[config.mk]
export PLATFORM = sky130hd
export DESIGN_NAME = key_entry_debounce
export DESIGN_NICKNAME = d
export VERILOG_FILES = /design/src/rtl/key_entry_debounce.sv
export SDC_FILE = /design/constraint.sdc
export NUM_CORES = 1
export LEC_CHECK = 0
export BUFFER_PORTS_ARGS = -buffer_cell sky130_fd_sc_hd__buf_2
export CORE_MARGIN = 5
export CORE_UTILIZATION = 58
export DETAILED_ROUTE_END_ITERATION = 16
export HOLD_SLACK_MARGIN = 0.1
export PLACE_DENSITY = 0.77
export SKIP_CTS_REPAIR_TIMING = 1
export SLEW_MARGIN = 20
export SYNTH_ARGS = -nofsm -noshare
export SYNTH_HDL_FRONTEND = slang
export SYNTH_SLANG_ARGS = --single-unit
[constraint.sdc]
create_clock -name clk -period 2.8 [get_ports clk]
set_input_delay 0.28 -clock clk [delete_from_list [all_inputs] [get_ports clk]]
set_output_delay 0.28 -clock clk [all_outputs]
set_load 0.01 [all_outputs]
[src/rtl/key_entry_debounce.sv]
// rtl/key_entry_debounce.sv - synchronise and debounce the entry button, strobe en_key with the switch nibble
module key_entry_debounce #(
  parameter int DEBOUNCE_CYCLES = 500000,
  parameter bit BTN_ACTIVE_LOW  = 1'b1
) (
  input  logic       clk,
  input  logic       rst,
  input  logic       btn_in,
  input  logic [3:0] sw_in,
  output logic       en_key,
  output logic [3:0] key,
  output logic       btn_level
);

  localparam int CNT_W = $clog2(DEBOUNCE_CYCLES);
  localparam logic [CNT_W-1:0] CNT_MAX = CNT_W'(DEBOUNCE_CYCLES - 1);

  typedef enum logic [1:0] {
    S_IDLE,
    S_PRESS_WAIT,
    S_PRESSED,
    S_REL_WAIT
  } state_e;

  logic       btn_s1_q, btn_s2_q;
  logic [3:0] sw_s1_q, sw_s2_q;
  logic       pressed;

  state_e          state_q, state_d;
  logic [CNT_W-1:0] cnt_q, cnt_d;
  logic            en_key_q, en_key_d;
  logic [3:0]      key_q, key_d;
  logic            btn_level_q, btn_level_d;

  // Button sync flops reset to the released level so reset never looks like a press.
  always_ff @(posedge clk or posedge rst) begin
    if (rst) begin
      btn_s1_q <= BTN_ACTIVE_LOW;
      btn_s2_q <= BTN_ACTIVE_LOW;
      sw_s1_q  <= 4'd0;
      sw_s2_q  <= 4'd0;
    end else begin
      btn_s1_q <= btn_in;
      btn_s2_q <= btn_s1_q;
      sw_s1_q  <= sw_in;
      sw_s2_q  <= sw_s1_q;
    end
  end

  assign pressed = btn_s2_q ^ BTN_ACTIVE_LOW;

  always_ff @(posedge clk or posedge rst) begin
    if (rst) begin
      state_q     <= S_IDLE;
      cnt_q       <= '0;
      en_key_q    <= 1'b0;
      key_q       <= 4'd0;
      btn_level_q <= 1'b0;
    end else begin
      state_q     <= state_d;
      cnt_q       <= cnt_d;
      en_key_q    <= en_key_d;
      key_q       <= key_d;
      btn_level_q <= btn_level_d;
    end
  end

  always_comb begin
    state_d = state_q;
    cnt_d   = cnt_q;
    case (state_q)
      S_IDLE: begin
        if (pressed) begin
          state_d = S_PRESS_WAIT;
          cnt_d   = '0;
        end
      end
      S_PRESS_WAIT: begin
        if (!pressed) begin
          state_d = S_IDLE;
          cnt_d   = '0;
        end else if (cnt_q == CNT_MAX) begin
          state_d = S_PRESSED;
          cnt_d   = '0;
        end else begin
          cnt_d = cnt_q + 1'b1;
        end
      end
      S_PRESSED: begin
        if (!pressed) begin
          state_d = S_REL_WAIT;
          cnt_d   = '0;
        end
      end
      S_REL_WAIT: begin
        if (pressed) begin
          state_d = S_PRESSED;
          cnt_d   = '0;
        end else if (cnt_q == CNT_MAX) begin
          state_d = S_IDLE;
          cnt_d   = '0;
        end else begin
          cnt_d = cnt_q + 1'b1;
        end
      end
      default: begin
        state_d = S_IDLE;
        cnt_d   = '0;
      end
    endcase
  end

  // The strobe fires only on the single PRESS_WAIT -> PRESSED transition.
  always_comb begin
    en_key_d    = (state_q == S_PRESS_WAIT) && pressed && (cnt_q == CNT_MAX);
    key_d       = en_key_d ? sw_s2_q : key_q;
    btn_level_d = (state_d == S_PRESSED) || (state_d == S_REL_WAIT);
  end

  assign en_key    = en_key_q;
  assign key       = key_q;
  assign btn_level = btn_level_q;

endmodule

==> flow_summary_export.csv <==
group,metric,value,unit
outcome,status,"finished, final reports clean",
global_routing,antenna_found_initial,0,
synth,ys.flop_type,"sky130_fd_sc_hd__dfrtp_1",
floorplanning,rows,19,
floorplanning,chipWidth,64.4,um
global_routing,grt_use_total,17.8,%
clock_network,clock_tree_from_tritoncts,"built",
worst_setup_path,critPathLaunch,"btn_s2_q",
timing,rsz0062_at_grt,"false",
routing,routedWlPerCell,15.9,um
synth,post_synth_instance_area,1720,um^2
synth,synth_seq_area_share,54.1,%
worst_setup_path,reg2reg_depth,5,
floorplanning,top_level_ports,13,
synth,netlist-cell-type-count,38,
pwr,total_leakage_power,0.000899,uW
place,detailed_place_hpwl,2330,um
timing,final.setup_skew,11.8,ps
timing,timing.slew.headroom,27.7,%
final_layout,final_cell_count_without_fillers,219,
final_layout,postLayoutCellArea,1960,um^2
place,place_ws,660,ps
worst_setup_path,r2r-end,"cnt_q[16]",
hold_path,hp-class,"flip-flop to flip-flop",
clock_network,clock_path_buffers,2,
clock_network,clk_pin_slew,120,ps
routing,top_layer,"met4",
pwr,power-per-cell-area,506,nW/um^2
timing,fin_crit_sh,77.5,%
clock_network,cts_buffers,5,
synth,synthCells,163,
worst_setup_path,r2r_slack,630,ps
routing,dr_total_vias,1314,
place,cell_count_post_placement,205,
floorplanning,floorplan.core_area,2810,um^2
routing,wl_met1,1540,um
timing,fmax,461,MHz
routing,met3_wirelength,228,um
final_layout,finish.net_count,195,
timing,number_of_hold_violations_in_the_final_report,0,
synth,per_instance_average_area_after_synthesis,10.5,um^2
timing,worst_hold_slack,360,ps
clock_network,tritoncts_num_sinks,37,
routing,drt_wl_total,3480,um
global_routing,grt_overflow_total,0,
worst_setup_path,critical_path_data_arrival_time,2400,ps
place,io_buffers,12,
worst_setup_path,path_max_fanout,16,
place,routabilityCongestion,0.917,
routing,ant_nets,0,
final_layout,layout-area-overhead-vs-synth,14.4,%
worst_setup_path,startpoint_type,"flip-flop",
pwr,irDropWorstVdd,0.000483,V
floorplanning,fp.dieArea,4150,um^2
clock_network,cts.htree.levels,2,
global_routing,first_global_vias,1259,
global_routing,grt_pass1_wl,5780,um
timing,worst_pin_slew,1080,ps
worst_setup_path,crit_path_end_kind,"flip-flop",
place,place_area,1820,um^2
synth,synthesis.nets,171,
routing,firstDrtPassIters,4,
routing,drcViolationCount,0,
worst_setup_path,cp.required,3030,ps
routing,drt_iter0_drc,111,
final_layout,post_route_cells_drive_above_1_share,18.1,%
synth,yosys_warnings,0,
synth,synth_edf_count,0,
timing,period_minus_slack,2170,ps
synth,ys_seq_elements,37,
worst_setup_path,regToRegStartpoint,"btn_s2_q",
timing,final_max_slew_viol_count,0,
synth,synth_async_sr_flop_share,100,%
timing,total_negative_setup_slacks,0,ps
clock_network,clock_tree.root_cell,"sky130_fd_sc_hd__clkbuf_4",
worst_setup_path,timing.setup.critical_path_class,"flip-flop to flip-flop",
worst_setup_path,timing.critical_path.to,"cnt_q[16]",
final_layout,num_antenna_cells,0,
floorplanning,start_util,61.2,%
timing,finalSetupViolCount,0,
routing,dr_wl_met2,1650,um
routing,vias_per_cell,6.00,
timing,fin_ws,630,ps
clock_network,clkLatencyLatePin,340,ps
global_routing,pin_count_of_the_biggest_net_entering_global_routing,38,
flow_run,cap_violations,0,
floorplanning,fp.dieH,64.4,um
==> worst max-delay path: stages (launching register included) <==
cell and delay, ps:
sky130_fd_sc_hd__dfstp_2 600, sky130_fd_sc_hd__xnor2_1 170, sky130_fd_sc_hd__nor2_1 850, sky130_fd_sc_hd__nor4_1 200
sky130_fd_sc_hd__xnor2_1 210, sky130_fd_sc_hd__nor2_1 50
==> how the worst min path moves through the flow <==
stage | end | slack [ps] | startpoint | cells past startpoint
after detailed placement | sw_s2_q[2] | 340 | sw_s1_q[2] | 0
final | sw_s2_q[2] | 360 | sw_s1_q[2] | 0
after floorplan | btn_s1_q | 280 | btn_in | 0
after global routing | btn_s2_q | 370 | btn_s1_q | 0
after global placement | sw_s2_q[2] | 330 | sw_s1_q[2] | 0
after CTS | cnt_q[6] | 30 | rst | 3
==> synth_stat cells (3+ instances only) <==
cell	number	area (um^2)
sky130_fd_sc_hd__or3_1	5	31.3
sky130_fd_sc_hd__dfrtp_1	35	876
sky130_fd_sc_hd__xnor2_1	5	43.8
sky130_fd_sc_hd__mux2_4	4	60.1
sky130_fd_sc_hd__nand3_1	18	90.1
sky130_fd_sc_hd__nor3_1	4	20.0
sky130_fd_sc_hd__and3_1	5	31.3
sky130_fd_sc_hd__nor4_1	5	31.3
sky130_fd_sc_hd__o21ai_0	5	25.0
sky130_fd_sc_hd__and2_1	3	18.8
sky130_fd_sc_hd__nor2_1	9	33.8
sky130_fd_sc_hd__clkbuf_1	3	11.3
sky130_fd_sc_hd__nand2_1	22	82.6
sky130_fd_sc_hd__nand4_1	3	18.8
sky130_fd_sc_hd__inv_1	4	15.0
==> per-layer routing <==
layer,vias up,global-route usage [%]
met5,-,0
met1,623,24.3
met3,6,4.55
li1,640,-
met4,0,6.07
met2,45,27.6
==> flip-flops by register name, indices dropped and copies added (netlist names) <==
name,count
sw_s1_q,4
key,4
sw_s2_q,4
en_key,1
btn_s1_q,1
btn_s2_q,1
cnt_q,19
state_q,2
btn_level,1
==> final cells by class <==
class	instances	area, um^2
clock buffer	6	51.3
clock inverter	2	37.5
fill	214	841
inverter	4	15.0
multi-input combinational	118	751
sequential	37	928
tap	31	38.8
timing repair buffer	21	143
==> where the power goes <==
| part | total (uW) | internal (uW) | switching (uW) |
|---|---|---|---|
| Clock | 395 | 212 | 182 |
| Sequential | 553 | 546 | 7.53 |
| Combinational | 45.8 | 17.1 | 28.7 |
| Total | 994 | 775 | 219 |
==> logic make-up (layout without fill, tap and decap cells) <==
family	count (synthesis)	count (layout)	share of synthesized area (%)
fa+ha+maj	1	1	0.729
compound gates	17	17	6.41
buf+inv	8	33	2.19
mux	6	6	4.66
flops	37	37	54.1
simple gates	89	89	29.4
xor+xnor	5	5	2.55
==> layout by cell type, fill, tap and decap left out, types with 3 or more instances in the layout <==
cell                            netlist  routed
sky130_fd_sc_hd__buf_2                0      12
sky130_fd_sc_hd__dlygate4sd3_1        0       6
sky130_fd_sc_hd__inv_1                4       4
sky130_fd_sc_hd__mux2_4               4       4
sky130_fd_sc_hd__nor2_1               9       9
sky130_fd_sc_hd__nand2_1             22      22
sky130_fd_sc_hd__nor4_1               5       5
sky130_fd_sc_hd__clkbuf_4             0       5
sky130_fd_sc_hd__or3_1                5       5
sky130_fd_sc_hd__nor3_1               4       4
sky130_fd_sc_hd__o21ai_0              5       5
sky130_fd_sc_hd__and3_1               5       5
sky130_fd_sc_hd__buf_4                0       3
sky130_fd_sc_hd__nand3_1             18      18
sky130_fd_sc_hd__xnor2_1              5       5
sky130_fd_sc_hd__and2_1               3       3
sky130_fd_sc_hd__nand4_1              3       3
sky130_fd_sc_hd__dfrtp_1             35      35
==> stage by stage <==
step                util [%]  total power (uW)
global placement        64.7               600
floorplan                  -               586
detailed placement      64.7               603
global route            70.0              1030
finish                  70.0               994
CTS                     67.9               988
(Power assumes the default switching activity.)
